### config.mk
export PLATFORM = sky130hd
export DESIGN_NAME = rtc_bcd_timekeeper_flat
export DESIGN_NICKNAME = d
export VERILOG_FILES = /design/src/rtl/rtc_bcd_timekeeper_if.sv /design/src/rtl/rtc_bcd_timekeeper.sv /design/src/flat_wrapper.sv
export SDC_FILE = /design/constraint.sdc
export NUM_CORES = 1
export LEC_CHECK = 0
export ABC_AREA = 1
export BUFFER_PORTS_ARGS = -buffer_cell sky130_fd_sc_hd__buf_2
export CORE_MARGIN = 3
export CORE_UTILIZATION = 50
export DETAILED_ROUTE_END_ITERATION = 10
export HOLD_SLACK_MARGIN = 0.15
export PLACE_DENSITY = 0.78
export SLEW_MARGIN = 10
export SYNTH_ARGS = -nofsm -noshare
export SYNTH_HDL_FRONTEND = slang
export SYNTH_SLANG_ARGS = --single-unit
### constraint.sdc
create_clock -name CLK -period 1.72 [get_ports CLK]
set_input_delay 0.172 -clock CLK [delete_from_list [all_inputs] [get_ports CLK]]
set_output_delay 0.172 -clock CLK [all_outputs]
set_load 0.03 [all_outputs]
### src/rtl/rtc_bcd_timekeeper_if.sv
// Bus bundle for rtc_bcd_timekeeper: button/load/alarm inputs and BCD display outputs.
// The master side drives the controls; the slave side is the timekeeper core.
interface rtc_bcd_timekeeper_if;
  logic       MODE;
  logic       INC;
  logic       LOAD;
  logic [7:0] LD_HH;
  logic [7:0] LD_MM;
  logic [7:0] LD_SS;
  logic       AL_SET;
  logic [7:0] AL_HH;
  logic [7:0] AL_MM;
  logic       AL_ARM;
  logic [3:0] HRM;
  logic [3:0] HRL;
  logic [3:0] MIN_M;
  logic [3:0] MIN_L;
  logic [3:0] SEC_M;
  logic [3:0] SEC_L;
  logic       SEC_PULSE;
  logic       DAY_PULSE;
  logic [1:0] ADJ_FIELD;
  logic       LOAD_ERR;
  logic       ALARM;

  modport master (
    output MODE, INC, LOAD, LD_HH, LD_MM, LD_SS, AL_SET, AL_HH, AL_MM, AL_ARM,
    input  HRM, HRL, MIN_M, MIN_L, SEC_M, SEC_L, SEC_PULSE, DAY_PULSE, ADJ_FIELD,
           LOAD_ERR, ALARM
  );

  modport slave (
    input  MODE, INC, LOAD, LD_HH, LD_MM, LD_SS, AL_SET, AL_HH, AL_MM, AL_ARM,
    output HRM, HRL, MIN_M, MIN_L, SEC_M, SEC_L, SEC_PULSE, DAY_PULSE, ADJ_FIELD,
           LOAD_ERR, ALARM
  );
endinterface

### src/rtl/rtc_bcd_timekeeper.sv
// 24-hour BCD time-of-day core with 1 Hz prescaler, MODE/INC field adjust and parallel load.
// Optional alarm compare is built when the ALARM_EN macro is defined.
module rtc_bcd_timekeeper #(
  parameter int CLKS_PER_SEC = 100000000
) (
  input logic               CLK,
  input logic               RST,
  rtc_bcd_timekeeper_if.slave bus
);

  localparam int              PW        = $clog2(CLKS_PER_SEC);
  localparam logic [PW-1:0]   PRESC_MAX = PW'(CLKS_PER_SEC - 1);

  typedef enum logic [1:0] {
    ST_RUN     = 2'b00,
    ST_ADJ_HR  = 2'b01,
    ST_ADJ_MIN = 2'b10,
    ST_ADJ_SEC = 2'b11
  } state_t;

  state_t        state_r, state_s;
  logic [PW-1:0] presc_r, presc_s;
  logic [7:0]    hh_r, hh_s, mm_r, mm_s, ss_r, ss_s;
  logic          sec_pulse_r, sec_pulse_s;
  logic          day_pulse_r, day_pulse_s;
  logic          load_err_r, load_err_s;
  logic          alarm_r, alarm_s;
  logic          tick_s;

  function automatic logic hh_legal(input logic [7:0] v);
    return ((v[7:4] < 4'd2) && (v[3:0] <= 4'd9)) || ((v[7:4] == 4'd2) && (v[3:0] <= 4'd3));
  endfunction

  function automatic logic ms_legal(input logic [7:0] v);
    return (v[7:4] <= 4'd5) && (v[3:0] <= 4'd9);
  endfunction

  function automatic logic [7:0] hour_inc(input logic [7:0] v);
    if (v == 8'h23)
      return 8'h00;
    else if (v[3:0] == 4'd9)
      return {v[7:4] + 4'd1, 4'd0};
    else
      return {v[7:4], v[3:0] + 4'd1};
  endfunction

  function automatic logic [7:0] ms_inc(input logic [7:0] v);
    if (v[3:0] == 4'd9)
      return (v[7:4] == 4'd5) ? 8'h00 : {v[7:4] + 4'd1, 4'd0};
    else
      return {v[7:4], v[3:0] + 4'd1};
  endfunction

  // Next-state, next-time and pulse decode; LOAD > MODE > INC > tick
  always_comb begin
    state_s     = state_r;
    presc_s     = presc_r;
    hh_s        = hh_r;
    mm_s        = mm_r;
    ss_s        = ss_r;
    sec_pulse_s = 1'b0;
    day_pulse_s = 1'b0;
    load_err_s  = 1'b0;
    tick_s      = (state_r == ST_RUN) && (presc_r == PRESC_MAX);
    case (state_r)
      ST_RUN: begin
        if (bus.LOAD) begin
          if (hh_legal(bus.LD_HH) && ms_legal(bus.LD_MM) && ms_legal(bus.LD_SS)) begin
            hh_s    = bus.LD_HH;
            mm_s    = bus.LD_MM;
            ss_s    = bus.LD_SS;
            presc_s = {PW{1'b0}};
          end else begin
            load_err_s = 1'b1;
          end
        end else if (bus.MODE) begin
          state_s = ST_ADJ_HR;
          presc_s = {PW{1'b0}};
        end else if (tick_s) begin
          presc_s     = {PW{1'b0}};
          sec_pulse_s = 1'b1;
          ss_s        = ms_inc(ss_r);
          if (ss_r == 8'h59) begin
            mm_s = ms_inc(mm_r);
            if (mm_r == 8'h59) begin
              hh_s        = hour_inc(hh_r);
              day_pulse_s = (hh_r == 8'h23);
            end else begin
              hh_s = hh_r;
            end
          end else begin
            mm_s = mm_r;
          end
        end else begin
          presc_s = presc_r + PW'(1'b1);
        end
      end
      ST_ADJ_HR: begin
        presc_s = {PW{1'b0}};
        if (bus.MODE)
          state_s = ST_ADJ_MIN;
        else if (bus.INC)
          hh_s = hour_inc(hh_r);
        else
          hh_s = hh_r;
      end
      ST_ADJ_MIN: begin
        presc_s = {PW{1'b0}};
        if (bus.MODE)
          state_s = ST_ADJ_SEC;
        else if (bus.INC)
          mm_s = ms_inc(mm_r);
        else
          mm_s = mm_r;
      end
      ST_ADJ_SEC: begin
        presc_s = {PW{1'b0}};
        if (bus.MODE)
          state_s = ST_RUN;
        else if (bus.INC)
          ss_s = 8'h00;
        else
          ss_s = ss_r;
      end
      default: begin
        state_s = ST_RUN;
        presc_s = {PW{1'b0}};
      end
    endcase
  end

`ifdef ALARM_EN
  logic [7:0] al_hh_r, al_mm_r;

  // Alarm time register; illegal captures are dropped
  always_ff @(posedge CLK) begin
    if (RST) begin
      al_hh_r <= 8'h00;
      al_mm_r <= 8'h00;
    end else if (bus.AL_SET && hh_legal(bus.AL_HH) && ms_legal(bus.AL_MM)) begin
      al_hh_r <= bus.AL_HH;
      al_mm_r <= bus.AL_MM;
    end else begin
      al_hh_r <= al_hh_r;
      al_mm_r <= al_mm_r;
    end
  end

  // Fires only on a seconds tick, so load and adjust into the match time stay silent
  always_comb begin
    alarm_s = sec_pulse_s && bus.AL_ARM && (ss_s == 8'h00) &&
              (hh_s == al_hh_r) && (mm_s == al_mm_r);
  end
`else
  logic unused_al_s;
  assign unused_al_s = ^{bus.AL_SET, bus.AL_HH, bus.AL_MM, bus.AL_ARM};

  // No alarm hardware in this build
  always_comb begin
    alarm_s = 1'b0;
  end
`endif

  // State, prescaler, time digits and registered pulses
  always_ff @(posedge CLK) begin
    if (RST) begin
      state_r     <= ST_RUN;
      presc_r     <= {PW{1'b0}};
      hh_r        <= 8'h00;
      mm_r        <= 8'h00;
      ss_r        <= 8'h00;
      sec_pulse_r <= 1'b0;
      day_pulse_r <= 1'b0;
      load_err_r  <= 1'b0;
      alarm_r     <= 1'b0;
    end else begin
      state_r     <= state_s;
      presc_r     <= presc_s;
      hh_r        <= hh_s;
      mm_r        <= mm_s;
      ss_r        <= ss_s;
      sec_pulse_r <= sec_pulse_s;
      day_pulse_r <= day_pulse_s;
      load_err_r  <= load_err_s;
      alarm_r     <= alarm_s;
    end
  end

  assign bus.HRM       = hh_r[7:4];
  assign bus.HRL       = hh_r[3:0];
  assign bus.MIN_M     = mm_r[7:4];
  assign bus.MIN_L     = mm_r[3:0];
  assign bus.SEC_M     = ss_r[7:4];
  assign bus.SEC_L     = ss_r[3:0];
  assign bus.SEC_PULSE = sec_pulse_r;
  assign bus.DAY_PULSE = day_pulse_r;
  assign bus.ADJ_FIELD = state_r;
  assign bus.LOAD_ERR  = load_err_r;
  assign bus.ALARM     = alarm_r;

endmodule

### src/flat_wrapper.sv
// flat-port wrapper written by rule: the top's interface ports become plain ports
module rtc_bcd_timekeeper_flat 
#(
  parameter int CLKS_PER_SEC = 100000000
)
  (CLK, RST, bus_MODE, bus_INC, bus_LOAD, bus_LD_HH, bus_LD_MM, bus_LD_SS, bus_AL_SET, bus_AL_HH, bus_AL_MM, bus_AL_ARM, bus_HRM, bus_HRL, bus_MIN_M, bus_MIN_L, bus_SEC_M, bus_SEC_L, bus_SEC_PULSE, bus_DAY_PULSE, bus_ADJ_FIELD, bus_LOAD_ERR, bus_ALARM);
  rtc_bcd_timekeeper_if bus_i ();
  input logic CLK;
  input logic RST;
  input wire logic [$bits(bus_i.MODE)-1:0] bus_MODE;
  input wire logic [$bits(bus_i.INC)-1:0] bus_INC;
  input wire logic [$bits(bus_i.LOAD)-1:0] bus_LOAD;
  input wire logic [$bits(bus_i.LD_HH)-1:0] bus_LD_HH;
  input wire logic [$bits(bus_i.LD_MM)-1:0] bus_LD_MM;
  input wire logic [$bits(bus_i.LD_SS)-1:0] bus_LD_SS;
  input wire logic [$bits(bus_i.AL_SET)-1:0] bus_AL_SET;
  input wire logic [$bits(bus_i.AL_HH)-1:0] bus_AL_HH;
  input wire logic [$bits(bus_i.AL_MM)-1:0] bus_AL_MM;
  input wire logic [$bits(bus_i.AL_ARM)-1:0] bus_AL_ARM;
  output wire logic [$bits(bus_i.HRM)-1:0] bus_HRM;
  output wire logic [$bits(bus_i.HRL)-1:0] bus_HRL;
  output wire logic [$bits(bus_i.MIN_M)-1:0] bus_MIN_M;
  output wire logic [$bits(bus_i.MIN_L)-1:0] bus_MIN_L;
  output wire logic [$bits(bus_i.SEC_M)-1:0] bus_SEC_M;
  output wire logic [$bits(bus_i.SEC_L)-1:0] bus_SEC_L;
  output wire logic [$bits(bus_i.SEC_PULSE)-1:0] bus_SEC_PULSE;
  output wire logic [$bits(bus_i.DAY_PULSE)-1:0] bus_DAY_PULSE;
  output wire logic [$bits(bus_i.ADJ_FIELD)-1:0] bus_ADJ_FIELD;
  output wire logic [$bits(bus_i.LOAD_ERR)-1:0] bus_LOAD_ERR;
  output wire logic [$bits(bus_i.ALARM)-1:0] bus_ALARM;
  assign bus_i.MODE = bus_MODE;
  assign bus_i.INC = bus_INC;
  assign bus_i.LOAD = bus_LOAD;
  assign bus_i.LD_HH = bus_LD_HH;
  assign bus_i.LD_MM = bus_LD_MM;
  assign bus_i.LD_SS = bus_LD_SS;
  assign bus_i.AL_SET = bus_AL_SET;
  assign bus_i.AL_HH = bus_AL_HH;
  assign bus_i.AL_MM = bus_AL_MM;
  assign bus_i.AL_ARM = bus_AL_ARM;
  assign bus_HRM = bus_i.HRM;
  assign bus_HRL = bus_i.HRL;
  assign bus_MIN_M = bus_i.MIN_M;
  assign bus_MIN_L = bus_i.MIN_L;
  assign bus_SEC_M = bus_i.SEC_M;
  assign bus_SEC_L = bus_i.SEC_L;
  assign bus_SEC_PULSE = bus_i.SEC_PULSE;
  assign bus_DAY_PULSE = bus_i.DAY_PULSE;
  assign bus_ADJ_FIELD = bus_i.ADJ_FIELD;
  assign bus_LOAD_ERR = bus_i.LOAD_ERR;
  assign bus_ALARM = bus_i.ALARM;
  rtc_bcd_timekeeper #(.CLKS_PER_SEC(CLKS_PER_SEC)) u_core (.CLK(CLK), .RST(RST), .bus(bus_i));
endmodule
==> results of run 1 <==
## per-layer routing
layer  vias up  global-route usage, %
li1       2053                      -
met1      1810                  26.93
met2       117                  38.99
met3        24                  3.728
met4         0                  5.528
met5         -                      0
## critical path: cells and delay by family, from the launching register on
kind | cells | cell delay [ns]
simple gates | 6 | 0.59
flops | 1 | 0.35
buf+inv | 3 | 0.31
fa+ha+maj | 1 | 0.28
compound gates | 1 | 0.15
## synth_stat cells (all sizes together)
cell    count
o31ai       1
xor2       16
nand3      35
nor2      116
o211ai      1
nor4        2
buf         8
xnor2       2
o21ai      42
ha          9
nand2     161
o21a        1
dfxtp      56
and3        2
nand4      11
clkinv      1
o22ai       2
conb        1
clkbuf      2
inv        70
or2         3
a21oi      23
nor3       15
a311oi      1
## cells by family (layout without fill, tap and decap cells)
logic type | count (synthesis) | after routing | synth area share [%]
other | 1 | 1 | 0.1033
AND/OR/NAND/NOR | 345 | 347 | 41.45
adder cells (fa/ha/maj) | 9 | 9 | 3.101
flip-flops | 56 | 56 | 30.88
XOR/XNOR | 18 | 18 | 4.342
AO/OA/AOI/OAI | 71 | 71 | 10.58
buffers and inverters | 81 | 183 | 9.545
## power groups by stage
stage	clock network [mW]	registers [mW]	logic (mW)
6_report	0.874	1.84	3.97
5_1_grt	0.941	1.89	4.33
4_1_cts	0.893	1.82	3.39
3_5_place_dp	0	1.85	3.36
3_3_place_gp	0	1.84	3.29
2_1_floorplan	0	2.35	1.91
## sequential cells by signal (all words and copies together) (netlist names)
signal and flops:
u_core.bus.DAY_PULSE 1, u_core.bus.SEC_PULSE 1, u_core.mm_r 8, u_core.bus.LOAD_ERR 1, u_core.ss_r 8, u_core.hh_r 8
u_core.presc_r 27, u_core.bus.ADJ_FIELD 2
## path summary, 6_finish.rpt
| path | end | depth (start not counted) |
|---|---|---|
| worst max register to register | u_core.ss_r[3] | 11 |
| worst min-delay path | u_core.mm_r[4] | 5 |
| worst min register to register | u_core.presc_r[7] | 2 |
| worst max-delay path | u_core.ss_r[3] | 11 |
## area by class of cell
| type | instances | share of cell area (%) |
|---|---|---|
| Sequential cell | 56 | 24.28 |
| Multi-Input combinational cell | 446 | 50.63 |
| Tap cell | 96 | 2.581 |
| Clock inverter | 2 | 0.7529 |
| Timing Repair Buffer | 104 | 14.47 |
| Inverter | 71 | 5.727 |
| Clock buffer | 6 | 1.560 |
## per-stage QoR
step,setup slack [ns],cells
finish,-0.03468,781
global route,-0.1409,781
CTS,-0.03054,776
global placement,0.02485,767
floorplan,0.006070,581
detailed placement,-0.009742,767
## timing repair
| action | 4_1_cts | 5_1_grt |
|---|---|---|
| buffers inserted | 0 | 3 |
| gates resized for setup | 2 | 67 |
| pin swaps | 0 | 26 |
| setup endpoints to repair | 17 | 53 |
| cloned | 0 | 2 |
| hold endpoints to repair | 4 | 0 |
| hold buffers | 1 | 0 |
==> flow_summary.toml, run 1 <==
[status]
status = "complete, but fails checks"
violations = "negative setup slack"

[global_route]
antenna_found_initial = 0
grtUsageTotal_pct = 21.78
grt_max_degree = 18
grt_overflow = 0
first_global_vias = 3477
grt_pass1_wl_mm = 15.17

[die]
die_w_um = 91.22
num_rows = 30
core_area_um2 = 6907
dieArea_um2 = 8320
ios = 77
initial_utilization_pct = 52.57
die_h_um = 91.22

[setup_path]
critPathMaxFanout = 5
max_stage_delay_ns = 0.35
cpMostUsedCell = "nand2_1"
r2r-start = "u_core.bus.ADJ_FIELD[0]"
cp_cell_sequence = "buf_4 > ha_1 > nand2_1 > o22ai_1 > inv_1 > nor2_2 > nand2_2 > inv_2 > nand2_1 > nand2_1 > nor2_1"
required_ns = 1.95
rrSetupSlack_ns = -0.03
cp_slowest_cell = "dfxtp_2"
critical_path_class = "reg2reg"
worstSetupEndpointType = "flop"
critical_path.startpoint = "u_core.bus.ADJ_FIELD[0]"
crit_arrival_ns = 1.98
start_kind = "flop"

[cts]
cts_tree = "yes"
ctsRootBufferMaster = "clkbuf_8"
clockBufferDepth = 2
clock_latency_ns = 0.32
clkTransAtPathRegs_ns = 0.11
cts_num_sinks = 56
htree_num_levels = 2
cts_inserted_buffers = 5

[finish]
fin_util_pct = 67.37
layout-drive-gt1-share_pct = 27.88
fillerInstances = 639
multi_input_area_um2 = 2356
regArea_um2 = 1130
diodes = 0
final_common_cell = "nand2_1"
final_cell_mix = "nand2_1 (145), nor2_1 (98), inv_1 (59)"
fin_area_um2 = 4653
nets = 740
area_growth_pct = 28.15

[sta]
hold_viol = 0
final_max_slew_viol_count = 0
setup_viol = 3
finClkSkew_ns = 0.01343
final.period_utilization_pct = 102.0
setup_ws_ns = -0.03468
timing.hold.ws_ns = 0.1678
fin_crit_ns = 1.755
rsz0062_at_grt = "true"
fmax_mhz = 569.9
setup_tns_ns = -0.04420

[synthesis]
synth.net_count = 637
yosysTopAreaCell = "dfxtp_1"
ys_warn_count = 0
syn-instance-count = 581
ys_ff_latch = 56
yosysSeqAreaShare_pct = 30.88
yosys-top-cells-area = "dfxtp_1 (31%), nand2_1 (16%), nor2_1 (11%)"
synth.avg_cell_area_um2 = 6.250
ys_types = 38
synth_top_area_share_pct = 30.88
synth_area_um2 = 3631

[power_and_ir_drop]
ir_drop_uv = 488.8
powerDensity_nw_per_um2 = 1437
sequentialPowerShare_pct = 27.6
total_power_mw = 6.686
p_int_mw = 3.447
combPwrFrac_pct = 59.3
switching_power_mw = 3.238
p_clk_share_pct = 13.1
p_leak_nw = 2.075
swShare_pct = 48.44

[route]
drtIter0Drc = 187
wl_met2_mm = 4.904
vias_per_cell = 5.127
ant_nets = 0
dr.pass1.iters = 5
routed_wl_mm = 9.823
num_vias = 4004
wl_met3_um = 540
top_layer = "met4"
wl_per_cell_um = 12.58
wirelength_met1_mm = 4.153
drc = 0

[placement]
placed_area_um2 = 4298
gp_congestion = 0.9355
portBuffers = 57
post-dp-hpwl_mm = 7.089

[run]
maxCapViolCount = 0

[min_path]
hold_class = "in2reg"
hold_start = "bus_LD_MM[4]"
Note: power is estimated with default switching activity, not from simulation.
==> run 2, diff against run 1 <==
- CELL_PAD_IN_SITES_DETAIL_PLACEMENT: not set -> 1
- CELL_PAD_IN_SITES_GLOBAL_PLACEMENT: not set -> 1
- CORE_MARGIN: 3 -> not set
- CORE_UTILIZATION: 50 -> 34
- PLACE_DENSITY: 0.78 -> 0.77
==> run 2 against run 1 <==
Net effect:
- the flow still finishes with violations (negative setup slack)
- power up 5.1%
- combinational power up 5.8%
- non-clock buffer count is 5 higher
- die area rose by 33%
- register-to-register slack got worse by 0.02 ns
- flip-flop and latch count stayed put
- critical path depth up 1
- largest cell class unchanged
==> flow_summary.toml, run 2 (synthesis gave the netlist of run 1 again) <==
[status]
status = "complete, but fails checks"
violations = "negative setup slack"

[die]
ios = 77
die_w_um = 105.3
num_rows = 37
die_h_um = 105.3
initial_utilization_pct = 35.17
dieArea_um2 = 11100
core_area_um2 = 10320

[setup_path]
crit_end = "u_core.ss_r[6]"
start_kind = "flop"
r2r-start = "u_core.bus.ADJ_FIELD[0]"
rrSetupSlack_ns = -0.06
critical_path.startpoint = "u_core.bus.ADJ_FIELD[0]"
critPathMaxFanout = 8
reg2reg_to = "u_core.ss_r[6]"
crit_arrival_ns = 2.00
critical_path_class = "reg2reg"
required_ns = 1.94
rr_worst_depth = 12
worstSetupEndpointType = "flop"

[power_and_ir_drop]
combPwrFrac_pct = 59.9
p_int_mw = 3.616
powerDensity_nw_per_um2 = 1461
switching_power_mw = 3.409
ir_drop_uv = 475.1
sequentialPowerShare_pct = 26.0
swShare_pct = 48.52
p_clk_share_pct = 14.1
p_leak_nw = 2.132

[placement]
portBuffers = 57
placed_area_um2 = 4375
dpl_worst_slack_ns = -0.07919
post-dp-hpwl_mm = 8.771
gp_congestion = 0.8354

[global_route]
grt_overflow = 0
antenna_found_initial = 0
grt_pass1_wl_mm = 19.70
first_global_vias = 4243
grtUsageTotal_pct = 21.84
grt_max_degree = 19

[sta]
hold_viol = 0
final_max_slew_viol_count = 0
rsz0062_at_grt = "true"
final.period_utilization_pct = 103.3
fin_crit_ns = 1.777
fmax_mhz = 562.7
setup_ws_ns = -0.05713
setup_viol = 11
timing.hold.ws_ns = 0.1777
finClkSkew_ns = 0.01489

[cts]
cts_tree = "yes"
cts_inserted_buffers = 5
clock_latency_ns = 0.33
cts_num_sinks = 56
clockBufferDepth = 2
htree_num_levels = 2
ctsRootBufferMaster = "clkbuf_8"
clkTransAtPathRegs_ns = 0.12

[run]
maxCapViolCount = 0

[finish]
final_cell_mix = "nand2_1 (145), nor2_1 (96), inv_1 (60)"
area_growth_pct = 32.43
multi_input_area_um2 = 2402
largest_register_ffs = 27
fin_area_um2 = 4808
final_common_cell = "nand2_1"
top_register = "u_core.presc_r"
fin_util_pct = 46.58
regArea_um2 = 1132
layout-drive-gt1-share_pct = 28.41
fillerInstances = 1413
diodes = 0
nets = 745

[route]
routed_wl_mm = 11.96
vias_per_cell = 4.946
num_vias = 4085
ant_nets = 0
drc = 0
dr.pass1.iters = 4
drtIter0Drc = 95
wl_per_cell_um = 14.48

[min_path]
hold_class = "in2reg"
## run 2: changes by cell type in the layout (fill, tap and decap cells not counted), sizes merged
cell	before	now
buf	103	108
clkbuf	6	7
clkinv	1	0
## run 2: power groups by stage
stage / registers (mW) / logic, mW / clock network (mW)
2_1_floorplan: 2.35 / 1.91 / 0
3_3_place_gp: 1.81 / 3.48 / 0
3_5_place_dp: 1.83 / 3.61 / 0
4_1_cts: 1.80 / 3.84 / 1.01
5_1_grt: 1.85 / 4.62 / 1.07
6_report: 1.83 / 4.20 / 0.992
## run 2: worst max-delay path: stages, from the launching register on
cell,delay (ns)
dfxtp_2,0.35
inv_2,0.07
ha_4,0.16
nand2_2,0.05
nor2_1,0.11
nand2_1,0.10
nor2_4,0.15
nand3_4,0.11
nand2_8,0.16
buf_6,0.12
nand4_1,0.11
nand2_1,0.11
nor2_1,0.05
## run 2: area by class of cell
class	count	share of cell area, %
Timing Repair Buffer	109	14.78
Sequential cell	56	23.55
Inverter	71	5.543
Tap cell	136	3.539
Clock inverter	1	0.6245
Clock buffer	7	2.004
Multi-Input combinational cell	446	49.96
## run 2: metal layers
metal	share of wire [%]	up-vias	global-route usage, %
met1	42	1962	24.58
met3	2.0	19	2.721
li1	-	2053	-
met4	2.2	0	7.344
met5	0	-	0
met2	53	51	41.92
## run 2: timing repair
action                                  in CTS  in global routing
pin swaps                                    4                 27
hold buffers                                 1                  0
endpoints found under the setup margin      51                 54
buffers inserted                             0                  6
endpoints found under the hold margin        4                  0
cloned                                       2                  0
resized for setup                           16                 57
## run 2: worst min path at each step
stage | start | endpoint | slack, ns | cells past startpoint
after floorplan | RST | u_core.mm_r[1] | 0.24 | 1
after global placement | u_core.presc_r[7] | u_core.presc_r[7] | 0.44 | 2
after detailed placement | u_core.presc_r[7] | u_core.presc_r[7] | 0.46 | 2
after CTS | bus_LD_MM[4] | u_core.mm_r[4] | 0.17 | 5
after global routing | bus_LD_MM[6] | u_core.mm_r[6] | 0.22 | 5
final | bus_LD_MM[4] | u_core.mm_r[4] | 0.18 | 5
## run 2: through the flow
stage	power, mW	setup TNS [ns]	instances
floorplan	4.256	0	581
global placement	5.289	-0.07011	809
detailed placement	5.447	-2.088	809
CTS	6.663	0	820
global route	7.546	-2.734	826
finish	7.025	-0.2484	826
==> run 3, diff against run 2 <==
- ABC_AREA: 1 -> 0
- CORE_UTILIZATION: 34 -> 35
- PLACE_DENSITY: 0.77 -> 0.76
==> run 3 against run 2 <==
Net effect:
- clock skew grew 0.0014 ns
- largest power group unchanged
- the flow still finishes with violations (negative setup slack)
- sequential share of layout area shrank 2.9 points
- hold slack gained 0.060 ns
- sequential power shrank 11%
- cell count shrank 13%
- power shrank 5.6%
- clock power shrank 18%
==> flow_summary.toml, run 3 <==
[finish]
layout-drive-gt1-share_pct = 50.90
finalNonFillerCells = 720
top_register = "u_core.presc_r"
area_growth_pct = 66.57
diodes = 0
final_common_cell = "buf_4"
final_cell_mix = "buf_4 (125), buf_2 (57), dfxtp_1 (49)"
regArea_um2 = 1135
fillerInstances = 1084
multi_input_area_um2 = 2582
largest_register_ffs = 27
nets = 664
fin_area_um2 = 5498

[placement]
post-dp-hpwl_mm = 9.116
placed_cells = 691
placed_area_um2 = 4654
portBuffers = 57
dpl_worst_slack_ns = -0.6512
gp_congestion = 0.8129

[die]
die_w_um = 99.11
die_h_um = 99.11
initial_utilization_pct = 35.89
ios = 77
dieArea_um2 = 9823
num_rows = 35
core_area_um2 = 9196

[synthesis]
ys_types = 57
yosys-top-cells-count = "dfxtp_1 (56), nor2_1 (45), nand2_1 (33)"
yosysMostFrequentCell = "dfxtp_1"
synth_ff_type = "dfxtp_1"
synth_top_area_share_pct = 33.97
synth-edff-count = 0
yosysTopAreaCell = "dfxtp_1"
synth.avg_cell_area_um2 = 7.896
yosys-top-cells-area = "dfxtp_1 (34%), nor2_1 (5.1%), a21oi_1 (4.9%)"
ys_async_sr_fraction_pct = 0
ys_ff_latch = 56
ys_warn_count = 0
synth_area_um2 = 3301
yosysSeqAreaShare_pct = 33.97
syn-instance-count = 418
synth.net_count = 474

[setup_path]
cpMostUsedCell = "buf_6"
worstSetupEndpointType = "flop"
critical_path_class = "reg2reg"
cp_slowest_cell = "dfxtp_4"
start_kind = "flop"
max_stage_delay_ns = 0.38
critPathMaxFanout = 5
required_ns = 1.95
crit_arrival_ns = 2.57
cp_cell_sequence = "inv_4 > ha_4 > nor4bb_4 > nand4b_1 > buf_4 > o21ai_2 > buf_6 > nand3_4 > buf_6 > buf_6 > a211o_1 > a21oi_1"

[status]
violations = "negative setup slack"
status = "complete, but fails checks"

[sta]
worst_pin_slew_ns = 0.7912
relSlewSlack_pct = 47.06
finClkSkew_ns = 0.01633
setup_ws_ns = -0.6169
fmax_mhz = 427.9
hold_viol = 0
rsz0062_at_grt = "true"
final_max_slew_viol_count = 0
fin_crit_ns = 2.337
final.period_utilization_pct = 135.9
setup_viol = 54
setup_tns_ns = -23.48

[cts]
clkTransAtPathRegs_ns = 0.13
cts_num_sinks = 56
cts_tree = "yes"
clock_latency_ns = 0.34
cts_hold_buf = 0
clockBufferDepth = 2
ctsRootBufferMaster = "clkbuf_8"
htree_num_levels = 2
cts_inserted_buffers = 5

[route]
vias_per_cell = 5.994
ant_nets = 0
drc = 0
drtIter0Drc = 211
dr.pass1.iters = 4
wl_per_cell_um = 24.02
num_vias = 4316
routed_wl_mm = 17.29

[power_and_ir_drop]
total_power_mw = 6.631
p_leak_nw = 2.240
ir_drop_uv = 492.7
powerDensity_nw_per_um2 = 1206

[global_route]
first_global_vias = 4466
grt_overflow = 0
grtUsageTotal_pct = 31.22
grt_max_degree = 19
grt_pass1_wl_mm = 23.67
antenna_found_initial = 0

[min_path]
hold_class = "in2reg"

[run]
maxCapViolCount = 0
[run 3: timing repair]
action | 4_1_cts | 5_1_grt
setup endpoints to repair | 54 | 55
endpoints found under the hold margin | 0 | 0
setup buffers | 11 | 10
cloned | 4 | 1
gates resized for setup | 77 | 63
pin swaps | 33 | 27
[run 3: logic make-up (layout without fill, tap and decap cells)]
| logic type | after synthesis | count (layout) | share of synthesized area [%] |
|---|---|---|---|
| flops | 56 | 56 | 33.97 |
| mux | 7 | 7 | 2.199 |
| xor+xnor | 29 | 29 | 7.695 |
| compound gates | 91 | 91 | 17.44 |
| fa+ha+maj | 9 | 9 | 3.412 |
| buf+inv | 30 | 221 | 3.601 |
| other cells | 1 | 1 | 0.1136 |
| simple gates | 195 | 195 | 31.58 |
[run 3: power by group]
group / switching, mW / internal [mW] / total, mW
clock: 0.520 / 0.295 / 0.815
sequential: 0.142 / 1.47 / 1.62
combinational: 2.34 / 1.86 / 4.20
total: 3.00 / 3.63 / 6.63
[run 3: through the flow]
| stage | hold slack, ns | utilization (%) |
|---|---|---|
| detailed placement | 0.5579 | 50.61 |
| finish | 0.2377 | 59.78 |
| global route | 0.2373 | 59.78 |
| global placement | 0.5363 | 50.61 |
| floorplan | 0.2590 | - |
| CTS | 0.2241 | 56.34 |
[run 3: cell type report]
class / count / area share (%)
Multi-Input combinational cell: 332 / 46.97
Tap cell: 111 / 2.526
Clock buffer: 5 / 1.252
Clock inverter: 3 / 0.4096
Sequential cell: 56 / 20.64
Inverter: 10 / 0.7738
Timing Repair Buffer: 203 / 27.42
[run 3: per-layer routing]
layer / GRT usage, % / wire length (um) / up-vias
li1: - / - / 1893
met1: 31.82 / 6266 / 2146
met2: 62.40 / 9044 / 192
met3: 5.341 / 810 / 85
met4: 12.67 / 1170 / 0
met5: 0 / 0 / -
[run 3: final timing paths]
path              depth (start not counted)             end  slack, ns               startpoint
setup reg to reg                         12  u_core.mm_r[5]      -0.62  u_core.bus.ADJ_FIELD[0]
setup / recovery                         12  u_core.mm_r[5]      -0.62  u_core.bus.ADJ_FIELD[0]
hold / removal                            2  u_core.hh_r[0]       0.24                      RST
hold reg to reg                           3  u_core.mm_r[7]       0.61           u_core.mm_r[7]
[run 3: worst max-delay path: cells and delay by family, from the launching register on]
family,cells,cell delay [ns]
flip-flops,1,0.38
adder cells (fa/ha/maj),1,0.14
AO/OA/AOI/OAI,3,0.62
buffers and inverters,5,0.66
AND/OR/NAND/NOR,3,0.44
